**config.mk**
```make
export PLATFORM = sky130hd
export DESIGN_NAME = addr8s_dmr_sched
export DESIGN_NICKNAME = d
export VERILOG_FILES = /design/src/rtl/addr8s_pkg.sv /design/src/rtl/add8s_core.sv /design/src/rtl/addr8s_dmr_sched.sv
export SDC_FILE = /design/constraint.sdc
export NUM_CORES = 1
export LEC_CHECK = 0
export ABC_AREA = 1
export BUFFER_PORTS_ARGS = -buffer_cell sky130_fd_sc_hd__buf_4
export CAP_MARGIN = 20
export CORE_MARGIN = 8
export CORE_UTILIZATION = 55
export DETAILED_ROUTE_END_ITERATION = 8
export PLACE_DENSITY = 0.82
export SYNTH_ARGS = -nofsm -noshare
export SYNTH_HDL_FRONTEND = slang
export SYNTH_HIERARCHICAL = 1
export SYNTH_SLANG_ARGS = --single-unit
```
**constraint.sdc**
```tcl
create_clock -name clk -period 3 [get_ports clk]
set_clock_uncertainty 0.15 [all_clocks]
set_input_delay 0.9 -clock clk [delete_from_list [all_inputs] [get_ports clk]]
set_output_delay 0.9 -clock clk [all_outputs]
set_load 0.01 [all_outputs]
```
**src/rtl/addr8s_pkg.sv**
```systemverilog
// rtl/addr8s_pkg.sv - shared types and helpers for the dual-pass adder scheduler
package addr8s_pkg;

    localparam int OP_W  = 8;
    localparam int SUM_W = 9;

    typedef enum logic [2:0] {
        IDLE = 3'd0,
        P1   = 3'd1,
        P2   = 3'd2,
        CHK  = 3'd3,
        RESP = 3'd4
    } state_e;

    function automatic logic [SUM_W-1:0] sext9(input logic [OP_W-1:0] v);
        return {v[OP_W-1], v};
    endfunction

endpackage

```
**src/rtl/add8s_core.sv**
```systemverilog
// rtl/add8s_core.sv - combinational 8-bit signed adder, 9-bit result
module add8s_core
    import addr8s_pkg::*;
(
    input  logic [OP_W-1:0]  a,
    input  logic [OP_W-1:0]  b,
    output logic [SUM_W-1:0] sum
);

    // Sign extension to 9 bits makes the sum exact for any operand pair.
    assign sum = sext9(a) + sext9(b);

endmodule

```
**src/rtl/addr8s_dmr_sched.sv**
```systemverilog
// rtl/addr8s_dmr_sched.sv - round-robin scheduler running each add twice on one shared adder
module addr8s_dmr_sched
    import addr8s_pkg::*;
#(
    parameter int NREQ      = 4,
    parameter int MAX_RETRY = 2,
    parameter int CNT_W     = 8
) (
    input  logic                     clk,
    input  logic                     rst_n,
    input  logic [NREQ-1:0]          req_valid,
    input  logic [NREQ*OP_W-1:0]     req_a,
    input  logic [NREQ*OP_W-1:0]     req_b,
    output logic [NREQ-1:0]          req_ready,
    output logic                     rsp_valid,
    input  logic                     rsp_ready,
    output logic [$clog2(NREQ)-1:0]  rsp_id,
    output logic [SUM_W-1:0]         rsp_sum,
    output logic                     rsp_err,
    input  logic                     cfg_dual_en,
    input  logic [SUM_W-1:0]         flt_mask,
    output logic [CNT_W-1:0]         mismatch_cnt,
    output logic [CNT_W-1:0]         err_cnt
);

    localparam int IDW = $clog2(NREQ);
    localparam logic [2:0] MAX_R = 3'(MAX_RETRY);
    localparam logic [IDW-1:0] LAST_ID = IDW'(NREQ - 1);

    state_e             state_q, state_d;
    logic [IDW-1:0]     ptr_q, ptr_d;
    logic [IDW-1:0]     id_q, id_d;
    logic [2:0]         retry_q, retry_d;
    logic [OP_W-1:0]    a_q, a_d, b_q, b_d;
    logic [SUM_W-1:0]   s1_q, s1_d, s2_q, s2_d;
    logic [SUM_W-1:0]   sum_q, sum_d;
    logic               err_q, err_d;
    logic [CNT_W-1:0]   mis_q, mis_d, errc_q, errc_d;

    logic [OP_W-1:0]    add_a, add_b;
    logic [SUM_W-1:0]   add_sum;
    logic [NREQ-1:0]    grant;
    logic [IDW-1:0]     gidx;
    logic               found;
    int                 rr_idx;

    // Pass 2 swaps the operands so the two passes exercise different gate paths.
    assign add_a = (state_q == P2) ? b_q : a_q;
    assign add_b = (state_q == P2) ? a_q : b_q;

    add8s_core u_core (
        .a   (add_a),
        .b   (add_b),
        .sum (add_sum)
    );

    always_comb begin
        gidx   = '0;
        found  = 1'b0;
        rr_idx = 0;
        for (int k = 0; k < NREQ; k++) begin
            rr_idx = int'(ptr_q) + k;
            if (rr_idx >= NREQ) begin
                rr_idx = rr_idx - NREQ;
            end
            if (!found && req_valid[rr_idx]) begin
                found = 1'b1;
                gidx  = IDW'(rr_idx);
            end
        end
    end

    always_comb begin
        state_d = state_q;
        ptr_d   = ptr_q;
        id_d    = id_q;
        retry_d = retry_q;
        a_d     = a_q;
        b_d     = b_q;
        s1_d    = s1_q;
        s2_d    = s2_q;
        sum_d   = sum_q;
        err_d   = err_q;
        mis_d   = mis_q;
        errc_d  = errc_q;
        grant   = '0;
        case (state_q)
            IDLE: begin
                if (found) begin
                    grant[gidx] = 1'b1;
                    a_d     = req_a[int'(gidx)*OP_W +: OP_W];
                    b_d     = req_b[int'(gidx)*OP_W +: OP_W];
                    id_d    = gidx;
                    state_d = P1;
                end
            end
            P1: begin
                s1_d = add_sum ^ flt_mask;
                if (cfg_dual_en) begin
                    state_d = P2;
                end else begin
                    sum_d   = add_sum ^ flt_mask;
                    err_d   = 1'b0;
                    state_d = RESP;
                end
            end
            P2: begin
                s2_d    = add_sum;
                state_d = CHK;
            end
            CHK: begin
                if (s1_q == s2_q) begin
                    sum_d   = s1_q;
                    err_d   = 1'b0;
                    state_d = RESP;
                end else begin
                    if (mis_q != '1) begin
                        mis_d = mis_q + 1'b1;
                    end
                    if (retry_q < MAX_R) begin
                        retry_d = retry_q + 3'd1;
                        state_d = P1;
                    end else begin
                        if (errc_q != '1) begin
                            errc_d = errc_q + 1'b1;
                        end
                        sum_d   = s1_q;
                        err_d   = 1'b1;
                        state_d = RESP;
                    end
                end
            end
            RESP: begin
                if (rsp_ready) begin
                    ptr_d   = (id_q == LAST_ID) ? '0 : id_q + 1'b1;
                    retry_d = 3'd0;
                    state_d = IDLE;
                end
            end
            default: state_d = IDLE;
        endcase
    end

    always_ff @(posedge clk or negedge rst_n) begin
        if (!rst_n) begin
            state_q <= IDLE;
            ptr_q   <= '0;
            id_q    <= '0;
            retry_q <= '0;
            a_q     <= '0;
            b_q     <= '0;
            s1_q    <= '0;
            s2_q    <= '0;
            sum_q   <= '0;
            err_q   <= 1'b0;
            mis_q   <= '0;
            errc_q  <= '0;
        end else begin
            state_q <= state_d;
            ptr_q   <= ptr_d;
            id_q    <= id_d;
            retry_q <= retry_d;
            a_q     <= a_d;
            b_q     <= b_d;
            s1_q    <= s1_d;
            s2_q    <= s2_d;
            sum_q   <= sum_d;
            err_q   <= err_d;
            mis_q   <= mis_d;
            errc_q  <= errc_d;
        end
    end

    // The grant is combinational from IDLE, so it is masked while reset is held.
    assign req_ready    = grant & {NREQ{rst_n}};
    assign rsp_valid    = (state_q == RESP);
    assign rsp_id       = id_q;
    assign rsp_sum      = sum_q;
    assign rsp_err      = err_q;
    assign mismatch_cnt = mis_q;
    assign err_cnt      = errc_q;

endmodule

```
* Word level (Yosys, flattened, before mapping)
Cells that the tools add are included.
** Cells by class
- Bitwise logic cells :: 4
- Muxes and demuxes :: 48
- Shifts and indexed selects :: 2
- Magnitude comparators :: 11
- Reductions and logical operators :: 17
- Add/sub/neg operators :: 12
- Eq/ne operators :: 14
** Operators by type and width (count)
- less-than comparator 32 x 4 -> 1 bit, second input constant :: 4
- two-way mux 32 bit :: 4
- indexed part select 32 x 6 -> 8 bit :: 2
- two-way mux 9 bit :: 3
- two-way mux 3 bit :: 7
- one-hot mux 9 bit (2 select lines) :: 1
- adder 8 x 1 -> 8 bit, second input constant :: 2
- two-way mux 1 bit :: 16
- two-way mux 8 bit :: 2
- != test 8 bit, second input constant :: 2
- one-hot mux 3 bit (5 select lines) :: 1
- subtractor 3 x 3 -> 4 bit, second input constant :: 3
- two-way mux 2 bit :: 5
- adder 8 x 8 -> 9 bit :: 1
- == test 9 bit :: 1
- >= comparator 3 bit, second input constant :: 3
- bitwise XOR 9 bit :: 1
- binary-select mux 1 bit (select 2 bit) :: 4
- two-way mux 4 bit :: 2
- != test 2 bit, second input constant :: 4
- AND reduction 4 bit :: 2
- adder 2 x 2 -> 3 bit, second input constant :: 2
- == test 3 x 2 -> 1 bit, second input constant :: 2
- one-hot mux 3 bit (2 select lines) :: 1
- other kinds (23) :: 33
** Word-level totals
- Output and inout port bits :: 33
- Register bits :: 70
- Word-level logic and storage cells :: 120
- Input bits :: 81

* Longest topological paths before layout
Gate-level depths: netlist (run 1).
- Depth in word-level cells :: 22
- Depth in mapped cells :: 18
- Mapped depth without buffers :: 17

* Modules after synthesis
Netlist (run 1), hierarchy kept.
** By module, submodules not included
- addr8s_dmr_sched :: area an instance 4334.2 um^2, seq. area each 1751.7 um^2, instances 1, cells an instance 591
- add8s_core :: area an instance 385.4 um^2, seq. area each 0.0 um^2, instances 1, cells an instance 69

* Least setup slack after synthesis (run 1)
OpenSTA, ideal clock, no wires.
- Path type :: input-to-output
- Start point :: input req_valid[1]
- End point :: output req_ready[0]
- Setup slack :: -0.014 ns
- Data arrival time :: 1.964 ns
- Stages :: 11
- Data required time :: 1.950 ns
- Path buffers :: 1
- Path through :: inv_1 > nand2_1 > nand3_1 > nand2_2 > nor2_4 > nand3_2 > nand2_1 > buf_4 > nor2_1 > nand2_1 > nor2_1
** Between the ends
- Cells in the longest elaborated chain, start to end :: 20
- Elaborated cells on any way between the ends :: 34
- Classes of those cells :: 2 x order compare; 24 x mux; 1 x bitwise; 7 x reduce/logical
** RTL lines
- from (decl) :: RTL line addr8s_dmr_sched.sv:11 : input logic [NREQ-1:0] req_valid,
- binary-select mux 1 bit (select 2 bit) :: RTL line addr8s_dmr_sched.sv:66 : if (!found && req_valid[rr_idx]) begin
- two-way mux 1 bit (not written as such) (2 in a row) :: RTL line addr8s_dmr_sched.sv:66
- two-way mux 1 bit :: RTL line addr8s_dmr_sched.sv:66
- zero test 1 bit :: RTL line addr8s_dmr_sched.sv:66
- logical AND 1 bit :: RTL line addr8s_dmr_sched.sv:66
- two-way mux 1 bit :: RTL line addr8s_dmr_sched.sv:66
- zero test 1 bit :: RTL line addr8s_dmr_sched.sv:66
- logical AND 1 bit :: RTL line addr8s_dmr_sched.sv:66
- (+3 left out)
- two-way mux 2 bit :: RTL line addr8s_dmr_sched.sv:66
- less-than comparator 2 x 3 -> 1 bit (not written as such) / >= comparator 2 x 1 -> 1 bit (equally long branches) :: RTL line addr8s_dmr_sched.sv:90 : grant[gidx] = 1'b1;
- logical AND 1 bit (not written as such) :: RTL line addr8s_dmr_sched.sv:90
- two-way mux 1 bit (not written as such) :: RTL line addr8s_dmr_sched.sv:90
- demux 1 bit (select 2 bit) :: RTL line addr8s_dmr_sched.sv:90
- two-way mux 4 bit (*) :: RTL line addr8s_dmr_sched.sv:89 : if (found) begin
- two-way mux 4 bit (*) :: RTL line addr8s_dmr_sched.sv:87 : case (state_q)
- AND 4 bit (*) :: RTL line addr8s_dmr_sched.sv:175 : assign req_ready = grant & {NREQ{rst_n}};
- to (decl) :: RTL line addr8s_dmr_sched.sv:14 : output logic [NREQ-1:0] req_ready,
Mark *: on every way between the ends. The rest lies on a longest branch, timed or not. The select of a mux whose other input is x is not followed.

* Final worst setup path (run 1)
- Start point :: input req_valid[2]
- End point :: output req_ready[2]
Same word-level chain as after synthesis.

==> metrics.csv, run 1 <==
metric,value,unit
Synth Area in Simple Gates,0.3515,
fmax,308.9,MHz
vias per cell,5.564,
area share of xor/xnor cells in the synthesized design,0.05567,
top_reg_cell synth,dfrtp_1,
Starting Density,0.5715,
DPL Wire Length,9299,um
"Slew Viols, Final",0,
hold slack,0.3353,ns
chip height,108.6,um
Detailed Route WL,13700,um
Synth Area in Adders,0.03606,
GR Util All Layers,0.2172,
crit share post-route,1.079,
fillcell total,610,
Mapped Cells,660,
I/O Buffers,113,
antenna violations before repair,0,
first-pass iteration count of the detailed router,5,
DR iter-0 viols,281,
die footprint,11800,um^2
final hold vios,0,
Synth async-reset ratio,1.000,
DR WL/cell,15.31,um
grt ovf,0,
io pins,114,
"Distinct cells, synth",31,
"Req. time, crit path",1.95,ns
CTS tree,done,
Max-Cap Viols,0,
clock sink count,70,
Leakage,3.181,nW
sequential element share of the synthesized area,0.3712,
hold buffer count at CTS,0,
violated checks,setup timing,
#FFs+latches synth,70,
Finish-stage setup viols,4,
yosys warns,6,
Slew Limit Headroom,0.4206,
"EDFF count, synth",0,
critical path class,input pin to output pin,
synthesized area per cell,7.151,um^2
Worst setup EP type,output pin,
Chip Width,108.6,um
status,"finished, violations left",
"Clk Latency, worst-skew pair",0.35,ns
row count,33,
n_diodes,0,
CP Data Arrival Time,2.19,ns
total core area,8258,um^2
Max Root-Sink Buffers,2,
Clock Root Buffer,clkbuf_8,
cts bufs inserted,9,
PD cells,1308,nW/um^2
Clock transition at path regs,0.07,ns
"commonest non-fill, non-tap cell in the layout",nand2_1,
remaining antenna violation count,0,
Setup WS pre-CTS,-0.1651,ns
routability cong.,0.8947,
crit start category,input pin,
largest net degree at the start of global routing,71,
drt drc,0,
area grow syn2layout,30.75,%
post-synthesis net count,754,
vias in the first global route,4770,
CP max FO,2,
largest family of logic cells by synthesized area,simple AND/OR/NAND/NOR gates,
Peak VDD IR,0.6338,mV
Worst Tran Pin Value,0.8691,ns
RSZ-0062 raised after global routing,true,
Synth Area in Compound Gates,0.07423,
"Worst Setup Slack, final",-0.2368,ns
"Net count, final",879,
Post-Syn Area,4720,um^2
Hold Crit Class,flip-flop to flip-flop,
Tmin final,3.237,ns
setup TNS,-0.7184,ns
most frequent cells in the layout,"nand2_1 (187), buf_4 (134), dfrtp_1 (68)",
mux cell area share after synthesis,0.02147,
first-pass GRT wire length,20940,um
layout cells sized above 1,0.2886,
H-tree level count,3,
Vias,4980,
==> metal layers <==
layer / track usage / part of all wire / routed length (um) / up-vias
met5: 0 / 0 / 0 / -
met4: 0.1144 / 0.043 / 593 / 0
met3: 0.05015 / 0.069 / 940 / 52
met2: 0.3688 / 0.48 / 6636 / 215
met1: 0.2507 / 0.40 / 5529 / 2309
li1: - / - / - / 2404
==> power breakdown <==
part | leakage [nW] | internal [mW] | switching (mW) | total, mW
clock | 0.102 | 0.404 | 0.381 | 0.785
sequential | 0.878 | 1.38 | 0.324 | 1.70
combinational | 2.20 | 2.19 | 3.40 | 5.59
total | 3.18 | 3.97 | 4.11 | 8.07
==> cells in the mapped netlist, types with 2 or more instances <==
master / n / area share
a21oi_1: 10 / 0.011
a31oi_1: 3 / 0.0040
buf_2: 11 / 0.012
buf_4: 6 / 0.0095
buf_6: 2 / 0.0048
clkbuf_1: 9 / 0.0072
dfrtp_1: 70 / 0.37
ha_1: 12 / 0.032
inv_1: 65 / 0.052
inv_2: 3 / 0.0024
inv_4: 2 / 0.0027
mux2_2: 9 / 0.021
nand2_1: 208 / 0.17
nand2_2: 4 / 0.0053
nand3_1: 73 / 0.077
nand3_2: 3 / 0.0064
nand3b_1: 2 / 0.0032
nand4_1: 34 / 0.045
nor2_1: 31 / 0.025
nor3_1: 7 / 0.0074
o21ai_0: 53 / 0.056
or2_1: 3 / 0.0040
or2_2: 4 / 0.0053
xnor2_1: 12 / 0.022
xor2_1: 18 / 0.033
==> metrics by stage <==
| step | power [mW] | cells | utilization | area, um^2 |
|---|---|---|---|---|
| 2_1_floorplan | 5.499 | 660 | - | 4720 |
| 3_3_place_gp | 6.496 | 864 | 0.6855 | 5660 |
| 4_1_cts | 7.704 | 891 | 0.7252 | 5988 |
| 3_5_place_dp | 6.686 | 864 | 0.6855 | 5660 |
| 5_1_grt | 8.816 | 895 | 0.7473 | 6171 |
| 6_report | 8.072 | 895 | 0.7473 | 6171 |
==> state kept, by name, indices dropped and copies added, names as in the netlist <==
name and count:
s2_q 9, err_cnt 8, retry_q 3, ptr_q 2, mismatch_cnt 8, b_q 8
s1_q 9, rsp_id 2, rsp_sum 9, rsp_err 1, a_q 8, state_q 3
==> layout make-up <==
cell class / instances / area [um^2] / area share
Tap cell: 105 / 131.4 / 0.02129
Clock inverter: 6 / 61.31 / 0.009935
Clock buffer: 10 / 137.6 / 0.02230
Sequential cell: 70 / 1754 / 0.2843
Timing Repair inverter: 1 / 5.005 / 0.0008110
Inverter: 70 / 285.3 / 0.04623
Multi-Input combinational cell: 492 / 2699 / 0.4373
Timing Repair Buffer: 141 / 1097 / 0.1778
==> cells by family (layout without fill, tap and decap cells) <==
kind of cell / Yosys count / after routing
mux: 9 / 9
fa+ha+maj: 13 / 13
simple gates: 372 / 372
buf+inv: 98 / 228
compound gates: 68 / 68
xor+xnor: 30 / 30
flops: 70 / 70
==> worst paths after layout <==
path | from | to | slack (ns) | depth (start not counted)
max | req_valid[2] | req_ready[2] | -0.24 | 15
min | b_q[2] | b_q[2] | 0.34 | 2
max reg2reg | ptr_q[0] | b_q[3] | 0.09 | 18
min reg2reg | b_q[2] | b_q[2] | 0.34 | 2
max in group asynchronous | rst_n | ptr_q[0] | 1.48 | 2
min in group asynchronous | rst_n | mismatch_cnt[3] | 0.64 | 2
==> worst max-delay path: stages <==
cell and delay (ns):
buf_8 0.10, inv_6 0.07, nand2_4 0.05, nand2_4 0.09, nand2_2 0.05, nand2_2 0.08, nand2_2 0.09, nand2_2 0.08
nand2_2 0.07, nand2_2 0.08, inv_2 0.05, nor2_2 0.12, nand2_1 0.09, nor2_1 0.12, buf_4 0.14
==> timing repair <==
item	in CTS	in global routing
pin swaps	11	21
gates cloned	0	1
buffers inserted	11	6
resized for setup	19	48
setup endpoints to repair	4	25
(Power assumes the default switching activity.)
==> run 2, diff against run 1 <==
--- a/config.mk
+++ b/config.mk
@@ -12,6 +12,7 @@
 export CORE_UTILIZATION = 55
 export DETAILED_ROUTE_END_ITERATION = 8
 export PLACE_DENSITY = 0.82
+export SETUP_SLACK_MARGIN = 0.2
 export SYNTH_ARGS = -nofsm -noshare
 export SYNTH_HDL_FRONTEND = slang
 export SYNTH_HIERARCHICAL = 1
==> run 2 against run 1 <==
The run still ends with setup timing left; first-iteration DRC count increased by 2.1%; setup slack better by 0.089 ns; register-to-register slack better by 0.07 ns; critical path depth did not move; maximum frequency is 2.8% higher; wire length grew 6.0%; sequential share of layout area is 2.0 points lower; sequential power barely moved; global-route usage is 0.75 points higher; combinational power is 18% higher.
==> metrics.csv, run 2 (synthesis gave the netlist of run 1 again) <==
metric,value,unit,change
io pins,114,,unchanged
violated checks,setup timing,,
H-tree level count,3,,unchanged
Vias,5104,,+2.5%
Max-Cap Viols,0,,unchanged
Critical Path Max Stage Delay,0.11,ns,-0.03 ns
Tmin final,3.147,ns,-0.08932 ns
n_diodes,0,,unchanged
vias per cell,5.596,,+0.58%
CP max FO,2,,unchanged
row count,33,,unchanged
vias in the first global route,4970,,+4.2%
layout cells sized above 1,0.3606,,+0.07199
Finish-stage setup viols,4,,unchanged
crit-path cells,buf_8 > inv_8 > nand2_4 > nand2_4 > nand2_2 > nand2_2 > nand2_2 > nand2_2 > nand2_2 > nand2_2 > inv_4 > nor2_4 > nand2_4 > nor2_4 > buf_6,,
I/O Buffers,113,,unchanged
antenna violations before repair,0,,unchanged
most frequent cells in the layout,"nand2_1 (173), buf_4 (144), dfrtp_1 (67)",,
chip height,108.6,um,unchanged
"Worst Setup Slack, final",-0.1475,ns,+0.08932 ns
setup TNS,-0.3717,ns,+0.3467 ns
grt ovf,0,,unchanged
GR Util All Layers,0.2247,,+0.007490
Peak VDD IR,0.8349,mV,+32%
hold buffer count at CTS,0,,unchanged
Crit path buffers/inverters,4,,unchanged
status,"finished, violations left",,
area grow syn2layout,41.01,%,
PD cells,1371,nW/um^2,+4.8%
Slew Limit Headroom,0.4198,,-0.0008350
Clock transition at path regs,0.07,ns,about the same
crit start category,input pin,,
total power,9.125,mW,+13%
critical path class,input pin to output pin,,
Top delay family on crit path,simple AND/OR/NAND/NOR gates,,
Worst setup EP type,output pin,,
routability cong.,0.9376,,+4.8%
DPL Wire Length,9460,um,+1.7%
"Req. time, crit path",1.95,ns,about the same
area of the multi-input gates,2954,um^2,+9.5%
first-pass iteration count of the detailed router,5,,unchanged
DR WL/cell,15.92,um,+4.0%
RSZ-0062 raised after global routing,true,,
Final Non-Filler Cells,912,,+1.9%
Worst Tran Pin Value,0.8703,ns,+0.001253 ns
Leakage,3.344,nW,+5.1%
die footprint,11800,um^2,unchanged
Max Root-Sink Buffers,2,,unchanged
Starting Density,0.5715,,unchanged
Detailed Route WL,14520,um,+6.0%
clock sink count,70,,unchanged
"Slew Viols, Final",0,,unchanged
most frequent CP cell,nand2_2,,
largest net degree at the start of global routing,71,,unchanged
fmax,317.7,MHz,+2.8%
"commonest non-fill, non-tap cell in the layout",nand2_1,,
remaining antenna violation count,0,,unchanged
"Net count, final",896,,+1.9%
CP Data Arrival Time,2.10,ns,-0.09 ns
Setup WS pre-CTS,-0.1999,ns,-0.03483 ns
Chip Width,108.6,um,unchanged
Reg area,1755,um^2,about the same
CP max-delay cell,buf_8,,
Placed Cells incl. Taps,869,,+0.58%
Hold Crit Class,flip-flop to flip-flop,,
Clock Root Buffer,clkbuf_8,,
CTS tree,done,,
final hold vios,0,,unchanged
crit share post-route,1.049,,-0.02977
drt drc,0,,unchanged
DR iter-0 viols,287,,+2.1%
cts bufs inserted,9,,unchanged
total core area,8258,um^2,unchanged
worst reg-to-reg setup slack,0.16,ns,+0.07 ns
fillcell total,549,,-10%
"Clk Latency, worst-skew pair",0.35,ns,about the same
first-pass GRT wire length,21860,um,+4.4%
[run 2: cell count changes in the layout (fill, tap and decap cells not counted), sizes merged]
cell,previous run,this run
buf,141,156
clkinv,6,1
clkbuf,10,12
clkinvlp,1,3
inv,69,71
nand3,77,78
[run 2: path summary, 6_finish.rpt]
| kind | endpoint | depth (start not counted) | from |
|---|---|---|---|
| setup / recovery | req_ready[2] | 15 | req_valid[2] |
| hold / removal | b_q[5] | 2 | b_q[5] |
| setup reg to reg | rsp_sum[7] | 18 | state_q[2] |
| hold reg to reg | b_q[5] | 2 | b_q[5] |
| max in group asynchronous | state_q[1] | 2 | rst_n |
| min in group asynchronous | mismatch_cnt[2] | 2 | rst_n |
[run 2: power breakdown]
part,leakage [nW],switching [mW],internal [mW]
Clock,0.0951,0.398,0.411
Combinational,2.37,3.89,2.71
Sequential,0.877,0.330,1.38
Total,3.34,4.62,4.50
[run 2: metrics by stage]
| step | instance area (um^2) | utilization | hold WS [ns] |
|---|---|---|---|
| detailed placement | 5861 | 0.7097 | 0.3179 |
| global route | 6655 | 0.8059 | 0.3745 |
| CTS | 6285 | 0.7611 | 0.3376 |
| global placement | 5861 | 0.7097 | 0.3137 |
| floorplan | 4898 | - | 0.2991 |
| finish | 6655 | 0.8059 | 0.3388 |
[run 2: layout make-up]
class | instances | area share
clock buffer | 10 | 0.02068
inverter | 70 | 0.04606
sequential | 70 | 0.2638
tap | 105 | 0.01974
clock inverter | 6 | 0.01053
timing repair buffer | 158 | 0.1953
multi-input combinational | 493 | 0.4439
[run 2: layer usage]
metal | vias to the layer above | global-route usage | wire length (um)
met5 | - | 0 | 0
met4 | 0 | 0.09873 | 464
met3 | 53 | 0.05900 | 1115
met2 | 259 | 0.3670 | 6983
met1 | 2349 | 0.2743 | 5957
li1 | 2443 | - | -
[run 2: worst reg2reg max path: stages (launching register included)]
cell       delay (ns)
dfrtp_1          0.40
inv_2            0.12
nand3_4          0.18
clkbuf_16        0.22
nand2_4          0.06
o21ai_2          0.07
ha_1             0.33
buf_4            0.12
nand2_1          0.07
nor2_1           0.20
nand3_2          0.13
nand2_1          0.08
nand2_1          0.06
nand2_2          0.07
xor2_1           0.18
nand2_1          0.10
o21ai_2          0.07
nand2_1          0.07
o21ai_1          0.10
[run 2: repair_timing]
action | in CTS | in global routing
pin swaps | 22 | 41
gates cloned | 1 | 3
gates resized for setup | 36 | 67
buffers inserted | 6 | 17
setup endpoints to repair | 10 | 12
==> run 3, diff against run 2 <==
==> constraint.sdc (replaced) <==
create_clock -name clk -period 3.63 [get_ports clk]
set_clock_uncertainty 0.15 [all_clocks]
set_input_delay 1.089 -clock clk [delete_from_list [all_inputs] [get_ports clk]]
set_output_delay 1.089 -clock clk [all_outputs]
set_load 0.01 [all_outputs]
==> run 3 against run 2 <==
The run now ends clean; via count shrank 5.1%; clock power fell by 13%; count of clock-buffer cells in the layout did not move; worst hold slack lost 0.0032 ns; cell count fell by 2.6%; largest cell class unchanged.
==> metrics.csv, run 3 (synthesis gave the netlist of run 1 again) <==
metric,value,unit,change
Vias,4845,,-5.1%
Clock transition at path regs,0.07,ns,about the same
"Req. time, crit path",2.39,ns,+0.44 ns
CTS tree,done,,
sw frac,0.5031,,-0.003459
DR iter-0 viols,248,,-14%
"commonest non-fill, non-tap cell in the layout",nand2_1,,
critical path class,input pin to output pin,,
GR Util All Layers,0.2079,,-0.01671
hold slack,0.3356,ns,-0.003187 ns
drt drc,0,,unchanged
PD cells,1076,nW/um^2,-22%
Worst Tran Pin Value,0.8682,ns,-0.002075 ns
cts bufs inserted,9,,unchanged
design internal power,3.257,mW,-28%
Peak VDD IR,0.5363,mV,-36%
antenna violations before repair,0,,unchanged
"Net count, final",872,,-2.7%
row count,33,,unchanged
DPL Wire Length,9102,um,-3.8%
crit share post-route,0.9615,,
n_diodes,0,,unchanged
clock sink count,70,,unchanged
Leakage,3.143,nW,-6.0%
Max Root-Sink Buffers,2,,unchanged
die footprint,11800,um^2,unchanged
Tmin final,3.490,ns,
Setup WS pre-CTS,0.08068,ns,+0.2806 ns
Clock Root Buffer,clkbuf_8,,
io pins,114,,unchanged
final core utilization,0.7380,,-0.06788
Detailed Route WL,12930,um,-11%
area grow syn2layout,29.14,%,
Sequential Power Share,0.215,,+0.028
crit start category,input pin,,
Max-Cap Viols,0,,unchanged
most frequent cells in the layout,"nand2_1 (190), buf_4 (131), nand3_1 (69), dfrtp_1 (69), inv_1 (59)",,
remaining antenna violation count,0,,unchanged
largest net degree at the start of global routing,71,,unchanged
Hold Crit Class,flip-flop to flip-flop,,
H-tree level count,3,,unchanged
routability cong.,0.8736,,-6.8%
layout cells sized above 1,0.2720,,-0.08856
I/O Buffers,113,,unchanged
Comb pwr share,0.677,,-0.047
Finish-stage setup viols,0,,-4
total core area,8258,um^2,unchanged
status,"complete, no violations",,
Slew Limit Headroom,0.4212,,+0.001383
"Worst Setup Slack, final",0.1396,ns,+0.2871 ns
final hold vios,0,,unchanged
CP Data Arrival Time,2.25,ns,+0.15 ns
RSZ-0062 raised after global routing,true,,
Starting Density,0.5715,,unchanged
Worst setup EP type,output pin,,
chip height,108.6,um,unchanged
grt ovf,0,,unchanged
DR WL/cell,14.56,um,-8.5%
fmax,286.5,MHz,
first-pass iteration count of the detailed router,5,,unchanged
Chip Width,108.6,um,unchanged
"Clk Latency, worst-skew pair",0.35,ns,about the same
vias in the first global route,4601,,-7.4%
setup TNS,0,ns,+0.3717 ns
"Slew Viols, Final",0,,unchanged
switching pwr,3.298,mW,-29%
Clock Power Share,0.108,,+0.019
vias per cell,5.456,,-2.5%
first-pass GRT wire length,20220,um,-7.5%
CP max FO,2,,unchanged
-- run 3: cell count changes in the layout (fill, tap and decap cells not counted), moves of 9 or more --
cell | previous run | this run
o21ai_0 | 41 | 53
nor2_1 | 18 | 27
o21ai_1 | 9 | 0
nand2_2 | 26 | 17
buf_4 | 144 | 131
nand2_1 | 173 | 190
-- run 3: path summary, 6_finish.rpt --
check                                   from      endpoint  slack (ns)  cells past startpoint
worst max-delay path            req_valid[0]  req_ready[2]        0.14                     15
worst min register to register        b_q[2]        b_q[2]        0.34                      2
min in group asynchronous              rst_n    retry_q[0]        0.82                      2
worst min-delay path                  b_q[2]        b_q[2]        0.34                      2
max in group asynchronous              rst_n      ptr_q[0]        1.93                      2
worst max register to register      ptr_q[0]        a_q[4]        0.60                     17
-- run 3: final cells by class --
type	count	area (um^2)
flip-flops and latches	70	1753
multi-input cells	492	2670
repair buffers	135	1036
clock buffers	10	127.6
well taps	105	131.4
clock inverters	6	93.84
fillers	614	2163
inverters	70	282.8
-- run 3: routing by layer --
| layer | up-vias | GRT usage | wire length (um) |
|---|---|---|---|
| met3 | 30 | 0.04425 | 833 |
| li1 | 2389 | - | - |
| met4 | 0 | 0.08993 | 361 |
| met1 | 2243 | 0.2438 | 5249 |
| met2 | 183 | 0.3601 | 6486 |
| met5 | - | 0 | 0 |
-- run 3: timing repair --
| item | in CTS | in global routing |
|---|---|---|
| setup endpoints to repair | 4 | 4 |
| hold buffers | 0 | 0 |
| buffers inserted | 5 | 4 |
| resized for setup | 23 | 31 |
| pin swaps | 13 | 15 |
-- run 3: worst max-delay path, stage by stage --
cell and delay [ns]:
buf_6 0.10, inv_4 0.05, nand2_2 0.05, nand2_2 0.09, nand2_1 0.08, nand2_1 0.09
nand2_2 0.07, nand2_2 0.06, nand2_2 0.05, nand2_2 0.06, inv_2 0.05, nor2_4 0.09
nand2_2 0.07, nor2_1 0.12, buf_4 0.13
-- run 3: power groups by stage --
stage | clock network [mW] | logic (mW) | registers [mW]
2_1_floorplan | 0 | 3.17 | 1.38
3_3_place_gp | 0 | 3.95 | 1.39
3_5_place_dp | 0 | 4.09 | 1.40
4_1_cts | 0.715 | 4.24 | 1.39
5_1_grt | 0.750 | 4.99 | 1.45
6_report | 0.706 | 4.44 | 1.41
-- run 3: per-stage QoR --
stage / instances / instance area (um^2) / power (mW)
final: 888 / 6095 / 6.555
after global routing: 888 / 6095 / 7.185
after CTS: 884 / 5954 / 6.347
after detailed placement: 863 / 5640 / 5.493
after global placement: 863 / 5640 / 5.340
after floorplan: 660 / 4720 / 4.545
